### src/rtl/cntr_param_computational_pkg.sv
// -----------------------------------------------------------------------------
// cntr_operations
// Shared command encodings for the counter family.
//   cntr_operations_t  : original 2-bit opcode of the fixed 32-bit counter.
//   cntr_param_ops_t   : 3-bit opcode of the parametrised counter datapath.
//                        Codes 6 and 7 are unassigned and act as NOP.
//   CNTR_OP_W          : width of cntr_param_ops_t.
// -----------------------------------------------------------------------------
package cntr_operations;

    typedef enum logic [1:0] {
        CNTR_NOP     = 2'd0,
        CNTR_CLEAR   = 2'd1,
        CNTR_INC     = 2'd2,
        CNTR_PUBLISH = 2'd3
    } cntr_operations_t;

    localparam int CNTR_OP_W = 3;

    typedef enum logic [CNTR_OP_W-1:0] {
        CNTR_P_NOP     = 3'd0,
        CNTR_P_CLEAR   = 3'd1,
        CNTR_P_INC     = 3'd2,
        CNTR_P_PUBLISH = 3'd3,
        CNTR_P_DEC     = 3'd4,
        CNTR_P_LOAD    = 3'd5
    } cntr_param_ops_t;

endpackage

### src/rtl/cntr_param_computational_next.sv
// -----------------------------------------------------------------------------
// cntr_param_next
// Purely combinational next-state function of the parametrised counter.
// Ports:
//   i_count     : current count register value
//   i_operation : command (cntr_param_ops_t), unknown codes behave as NOP
//   i_load_val  : value for LOAD, clipped to MAX_VAL
//   o_next      : next count value
//   o_wrap      : INC/DEC crossed a boundary (wrapped or clamped)
//   o_pub       : command updates the published count
// All arithmetic is carried at WIDTH+1 bits so boundary checks see the true
// sum/difference before any truncation.
// -----------------------------------------------------------------------------
module cntr_param_next
    import cntr_operations::*;
#(
    parameter int unsigned     WIDTH    = 32,
    parameter longint unsigned STEP     = 1,
    parameter longint unsigned MAX_VAL  = (64'd1 << WIDTH) - 64'd1,
    parameter bit              SATURATE = 1'b0
) (
    input  logic [WIDTH-1:0] i_count,
    input  cntr_param_ops_t  i_operation,
    input  logic [WIDTH-1:0] i_load_val,
    output logic [WIDTH-1:0] o_next,
    output logic             o_wrap,
    output logic             o_pub
);

    localparam logic [WIDTH:0] C_STEP = (WIDTH+1)'(STEP);
    localparam logic [WIDTH:0] C_MAX  = (WIDTH+1)'(MAX_VAL);
    // Modulus MAX_VAL+1 can be 2**WIDTH, hence the extra bit.
    localparam logic [WIDTH:0] C_MOD  = C_MAX + 1'b1;

    logic [WIDTH:0] w_cnt_x;
    logic [WIDTH:0] w_load_x;
    logic [WIDTH:0] w_sum;
    logic           w_inc_over;
    logic           w_dec_under;

    assign w_cnt_x     = {1'b0, i_count};
    assign w_load_x    = {1'b0, i_load_val};
    assign w_sum       = w_cnt_x + C_STEP;
    assign w_inc_over  = (w_sum > C_MAX);
    assign w_dec_under = (w_cnt_x < C_STEP);

    always_comb begin
        o_next = i_count;
        o_wrap = 1'b0;
        o_pub  = 1'b0;
        case (i_operation)
            CNTR_P_CLEAR: begin
                o_next = '0;
                o_pub  = 1'b1;
            end
            CNTR_P_INC: begin
                o_pub  = 1'b1;
                o_wrap = w_inc_over;
                if (!w_inc_over) begin
                    o_next = WIDTH'(w_sum);
                end else if (SATURATE) begin
                    o_next = WIDTH'(C_MAX);
                end else begin
                    o_next = WIDTH'(w_sum - C_MOD);
                end
            end
            CNTR_P_DEC: begin
                o_pub  = 1'b1;
                o_wrap = w_dec_under;
                if (!w_dec_under) begin
                    o_next = WIDTH'(w_cnt_x - C_STEP);
                end else if (SATURATE) begin
                    o_next = '0;
                end else begin
                    // count < STEP <= MAX_VAL, so count+MOD stays inside WIDTH+1 bits
                    o_next = WIDTH'(w_cnt_x + C_MOD - C_STEP);
                end
            end
            CNTR_P_LOAD: begin
                o_pub  = 1'b1;
                o_next = (w_load_x > C_MAX) ? WIDTH'(C_MAX) : i_load_val;
            end
            CNTR_P_PUBLISH: begin
                o_pub = 1'b1;
            end
            default: begin
            end
        endcase
    end

endmodule

### src/rtl/cntr_param_computational.sv
// -----------------------------------------------------------------------------
// cntr_param_computational
// Parametrised counter datapath: clear / inc / dec / load / publish with
// modulo-wrap or saturating behaviour and boundary flags.
// Optional build macro: CNTR_OVF_STICKY_EN -- when defined, ovf_sticky latches
// any wrap/clamp event until CLEAR or reset; when undefined it is tied to 0.
// Ports:
//   clk           : clock, rising edge
//   rst           : asynchronous active-low reset
//   en_sig        : qualifies operation; 0 = hold everything, pulses 0
//   operation     : command (cntr_param_ops_t)
//   load_val      : LOAD value (clipped to MAX_VAL)
//   cnt_out_t_out : internal count register
//   cnt_out_sig   : registered published count
//   pub_valid     : 1-cycle pulse, cnt_out_sig updated
//   wrap_evt      : 1-cycle pulse, INC/DEC crossed a boundary
//   at_max        : count == MAX_VAL
//   at_zero       : count == 0
//   ovf_sticky    : sticky wrap indicator (see macro above)
// -----------------------------------------------------------------------------
module cntr_param_computational
    import cntr_operations::*;
#(
    parameter int unsigned     WIDTH    = 32,
    parameter longint unsigned STEP     = 1,
    parameter longint unsigned MAX_VAL  = (64'd1 << WIDTH) - 64'd1,
    parameter bit              SATURATE = 1'b0
) (
    input  logic             clk,
    input  logic             rst,
    input  logic             en_sig,
    input  cntr_param_ops_t  operation,
    input  logic [WIDTH-1:0] load_val,
    output logic [WIDTH-1:0] cnt_out_t_out,
    output logic [WIDTH-1:0] cnt_out_sig,
    output logic             pub_valid,
    output logic             wrap_evt,
    output logic             at_max,
    output logic             at_zero,
    output logic             ovf_sticky
);

    // Shifting a 64-bit one by 64 gives 0, so the subtraction yields all ones.
    localparam longint unsigned C_LIMIT = (64'd1 << WIDTH) - 64'd1;

    if (WIDTH < 1 || WIDTH > 64) begin : g_bad_width
        $error("cntr_param_computational: WIDTH must be in 1..64");
    end
    if (MAX_VAL < 1 || MAX_VAL > C_LIMIT) begin : g_bad_max
        $error("cntr_param_computational: MAX_VAL must be in 1..2**WIDTH-1");
    end
    if (STEP < 1 || STEP > MAX_VAL) begin : g_bad_step
        $error("cntr_param_computational: STEP must be in 1..MAX_VAL");
    end

    logic [WIDTH-1:0] r_count;
    logic [WIDTH-1:0] r_pub;
    logic             r_pub_valid;
    logic             r_wrap_evt;

    logic [WIDTH-1:0] w_next;
    logic             w_wrap;
    logic             w_pub;

    cntr_param_next #(
        .WIDTH    (WIDTH),
        .STEP     (STEP),
        .MAX_VAL  (MAX_VAL),
        .SATURATE (SATURATE)
    ) u_next (
        .i_count     (r_count),
        .i_operation (operation),
        .i_load_val  (load_val),
        .o_next      (w_next),
        .o_wrap      (w_wrap),
        .o_pub       (w_pub)
    );

    // NOP / unknown codes return next == count with no pulses, so applying
    // w_next unconditionally under en_sig is safe.
    always_ff @(posedge clk or negedge rst) begin
        if (!rst) begin
            r_count     <= '0;
            r_pub       <= '0;
            r_pub_valid <= 1'b0;
            r_wrap_evt  <= 1'b0;
        end else begin
            r_pub_valid <= en_sig & w_pub;
            r_wrap_evt  <= en_sig & w_wrap;
            if (en_sig) begin
                r_count <= w_next;
                if (w_pub) begin
                    r_pub <= w_next;
                end
            end
        end
    end

`ifdef CNTR_OVF_STICKY_EN
    logic r_ovf_sticky;

    // CLEAR and a wrap are mutually exclusive opcodes; CLEAR is checked first anyway.
    always_ff @(posedge clk or negedge rst) begin
        if (!rst) begin
            r_ovf_sticky <= 1'b0;
        end else if (en_sig && (operation == CNTR_P_CLEAR)) begin
            r_ovf_sticky <= 1'b0;
        end else if (en_sig && w_wrap) begin
            r_ovf_sticky <= 1'b1;
        end
    end

    assign ovf_sticky = r_ovf_sticky;
`else
    assign ovf_sticky = 1'b0;
`endif

    assign cnt_out_t_out = r_count;
    assign cnt_out_sig   = r_pub;
    assign pub_valid     = r_pub_valid;
    assign wrap_evt      = r_wrap_evt;
    assign at_max        = (r_count == WIDTH'(MAX_VAL));
    assign at_zero       = (r_count == '0);

endmodule

### config.mk
export PLATFORM = sky130hd
export DESIGN_NAME = cntr_param_computational
export DESIGN_NICKNAME = d
export VERILOG_FILES = /design/src/rtl/cntr_param_computational_pkg.sv /design/src/rtl/cntr_param_computational_next.sv /design/src/rtl/cntr_param_computational.sv
export SDC_FILE = /design/constraint.sdc
export NUM_CORES = 1
export LEC_CHECK = 0
export ABC_AREA = 0
export ABC_CLOCK_PERIOD_IN_PS = 3100
export BUFFER_PORTS_ARGS = -buffer_cell sky130_fd_sc_hd__buf_2
export CAP_MARGIN = 20
export CORE_MARGIN = 8
export CORE_UTILIZATION = 50
export CTS_BUF_LIST = sky130_fd_sc_hd__clkbuf_4 sky130_fd_sc_hd__clkbuf_8
export CTS_CLUSTER_DIAMETER = 30
export DETAILED_ROUTE_END_ITERATION = 10
export PLACE_DENSITY = 0.74
export SLEW_MARGIN = 30
export SYNTH_ARGS = -nofsm -noshare
export SYNTH_HDL_FRONTEND = slang
export SYNTH_SLANG_ARGS = --single-unit
### constraint.sdc
create_clock -name clk -period 3.1 [get_ports clk]
set_input_delay 0.31 -clock clk [delete_from_list [all_inputs] [get_ports clk]]
set_output_delay 0.31 -clock clk [all_outputs]
set_load 0.02 [all_outputs]
==> flow_metrics.tcl <==
set metrics [dict create \
    clock_path_buffers 2 \
    period_minus_slack_ps 2980 \
    synth_edf_count 0 \
    status "completed" \
    r2r-start "cnt_out_t_out[8]$_DFFE_PN0P_" \
    synthXorXnorAreaFrac_pct 3.35 \
    grt_pass1_wl_mm 33.0 \
    sw_frac_of_total_pct 42.4 \
    dp_hpwl_mm 15.0 \
    synth.largest_area_cell "dfrtp_1" \
    powerDensity_nw_per_um2 542 \
    syn_nets 724 \
    worstPathRequired_ps 2790 \
    final_cell_area_um2 6310 \
    grt.total_usage_pct 29.3 \
    vdd_drop_max_mv 0.290 \
    synth_top_family_by_area "compound AO/OA/AOI/OAI gates" \
    power.total_uw 3420 \
    cp_slowest_cell "or4_4" \
    nFillCells 959 \
    holdWs_ps 275 \
    yosysUniqueCellTypes 73 \
    reg2reg_depth 6 \
    nNetsFinal 824 \
    crit_chain "inv_1 > ha_2 > or4b_1 > or4_4 > nor4_4 > nand2_2 > nor3_4 > buf_4" \
    final_cell_mix "104 x buf_2, 65 x dfrtp_1, 62 x nor2_1, 57 x nand2_1, 57 x buf_4" \
    gp_congestion 0.974 \
    path_max_fanout 4 \
    ys_seq_area_share_pct 31.6 \
    setup_viol 0 \
    r2r_end "wrap_evt$_DFF_PN0_" \
    reg2reg_setup_slack_ps 260 \
    tns_ps 0 \
    grt_max_degree 54 \
    async_flop_share_pct 100 \
    wl_per_cell_um 22.5 \
    core_um2 10200 \
    diodes 0 \
    internal_power_uw 1970 \
    max_cap_viol_count 0 \
    p_leak_uw 0.00261 \
    synth_top_area_share_pct 31.6 \
    yosysWarnings 0 \
    seqPwrFrac_pct 35.4 \
    slew_viol_final 0 \
    worst_slew_pin_slew_ps 761 \
    synth-seq-cells 66 \
    syn_to_final_growth_pct 20.8 \
    via_per_inst 6.54 \
    overflow 0 \
    grt_pass1_vias 5912 \
    rsz0062_at_grt "no" \
    synthSimpleGateAreaFrac_pct 28.2 \
    drive_above_1_share_pct 25.8 \
    first_iter_violations 781 \
    synthTopCellsByArea "dfrtp_1 32%, o21ai_0 5.4%, a21oi_1 4.7%" \
    fin_skew_ps 12.0 \
    htreeDepth 3 \
    routed_wl_mm 20.8 \
    die_y_um 118 \
    worstSetupEndpointType "output port" \
    rows 37 \
    ys.flop_type "dfrtp_1" \
    post_synth.cell_area_avg_um2 7.65 \
    cts.sinks 66 \
    io_pins 107 \
    insertion_delay_ps 370 \
    synthMuxAreaShare_pct 0.192 \
    drcViolationCount 0 \
    hold_path_end "cnt_out_sig[7]$_DFFE_PN0P_" \
    initial_core_util_pct 51.1 \
    relSlewSlack_pct 49.2 \
    critPathLaunchType "register" \
    pwr-share-clk_pct 25.1 \
    cts-root-buf "clkbuf_8" \
    die_w_um 118 \
    netlist_instances 683 \
    port-buffer-count 105 \
    crit_type "register to output port" \
    hold_start "load_val[7]" \
    period_share_pct 96.1 \
    p_comb_share_pct 39.5 \
    clk_pin_slew_ps 70 \
    worstPathArrival_ps 2670 \
    final_util_pct 61.7 \
    worstHoldPathCells 3 \
    cts_tree "built" \
    numCtsBuffers 9 \
    netlist_area_um2 5230 \
    hold_class "input pin to register" \
    placed_area_um2 6050 \
    fmax_mhz 336 \
    slowest_delay_ps 490 \
    layout_commonest_cell "buf_2" \
    hold_violations 0 \
    die_area_um2 14000 \
    vias 6046 \
    grt_antenna_before_repair 0 \
    switchingPower_uw 1450 \
    synthAdderAreaFrac_pct 0.718 \
    synth_compound_area_share_pct 28.7 \
    first_pass_iters 8 \
    postRouteAntennaNets 0 \
]
-- power by group through the flow --
stage | Combinational (µW) | Clock, µW | Sequential (µW)
after CTS | 1340 | 863 | 1200
after detailed placement | 1330 | 0 | 1220
after global placement | 1310 | 0 | 1210
final | 1350 | 859 | 1210
after global routing | 1470 | 905 | 1230
after floorplan | 722 | 0 | 1340
-- layer usage --
| layer | track usage, % | routed length, µm | vias up | part of all wire, % |
|---|---|---|---|---|
| li1 | - | - | 2773 | - |
| met1 | 39.2 | 8800 | 2856 | 42 |
| met2 | 45.1 | 9160 | 362 | 44 |
| met3 | 7.19 | 2290 | 55 | 11 |
| met4 | 10.6 | 541 | 0 | 2.6 |
| met5 | 0 | 0 | - | 0 |
-- repair_timing --
item                                   in CTS  in global routing
endpoints found under the hold margin      23                  0
resized for setup                           0                  3
pin swaps                                   2                  1
setup buffers                               2                  0
setup endpoints to repair                   1                  1
gates cloned                                0                  0
hold buffers                                1                  0
-- logic make-up (layout without fill, tap and decap cells) --
logic type,Yosys count,in the layout
buffers and inverters,90,195
muxes,1,1
other,1,1
and+or+nand+nor,275,275
xor gates and xnor gates,20,20
adders and majority gates,3,3
AOI/OAI and AO/OA,227,227
DFF,66,66
-- state kept, by name, summed over array words and instances (netlist names) --
signal / flops
cnt_out_sig: 32
cnt_out_t_out: 32
pub_valid: 1
wrap_evt: 1
-- metrics by stage --
step	instances	worst slack [ps]
2_1_floorplan	683	87.2
3_3_place_gp	905	280
3_5_place_dp	905	232
4_1_cts	924	21.7
5_1_grt	924	16.9
6_report	924	122
-- Yosys cell counts, drive strengths merged, types with 4 or more instances --
cell type  count
dfrtp         66
o21ai         63
nor2          62
nand2         58
clkbuf        57
a21oi         49
nor3          27
nand4         24
nand3         23
nor4          21
a31oi         18
buf           16
inv           15
a22oi         12
and4          11
o31ai         10
xnor2         10
xor2          10
or4            9
or3            8
a211oi         7
and2           7
and3           7
a21o           5
a221oi         5
a32o           5
a32oi          5
o22a           5
a22o           4
a41oi          4
nand2b         4
o31a           4
or2            4
-- layout make-up --
type,instances,area (µm²),area share [%]
multi-input cells,527,3250,51.4
flip-flops and latches,66,1650,26.2
repair buffers,162,958,15.2
well taps,136,170,2.70
clock buffers,11,145,2.30
clock inverters,5,77.6,1.23
inverters,17,63.8,1.01
-- critical path, delay by kind of cell, from the launching register on --
kind	cells	cell delay, ps
adders and majority gates	1	210
and+or+nand+nor	5	1440
buffers and inverters	2	260
DFF	1	400
-- worst max path at each step --
stage / start / to / slack (ps) / cells past startpoint
after global placement: cnt_out_t_out[0]$_DFFE_PN0P_ / at_zero / 280 / 8
after global routing: cnt_out_t_out[0]$_DFFE_PN0P_ / at_zero / 20 / 8
after CTS: cnt_out_t_out[0]$_DFFE_PN0P_ / at_zero / 20 / 8
after floorplan: cnt_out_t_out[0]$_DFFE_PN0P_ / at_zero / 90 / 10
final: cnt_out_t_out[0]$_DFFE_PN0P_ / at_zero / 120 / 8
after detailed placement: cnt_out_t_out[0]$_DFFE_PN0P_ / at_zero / 230 / 8
(Power assumes the default switching activity.)
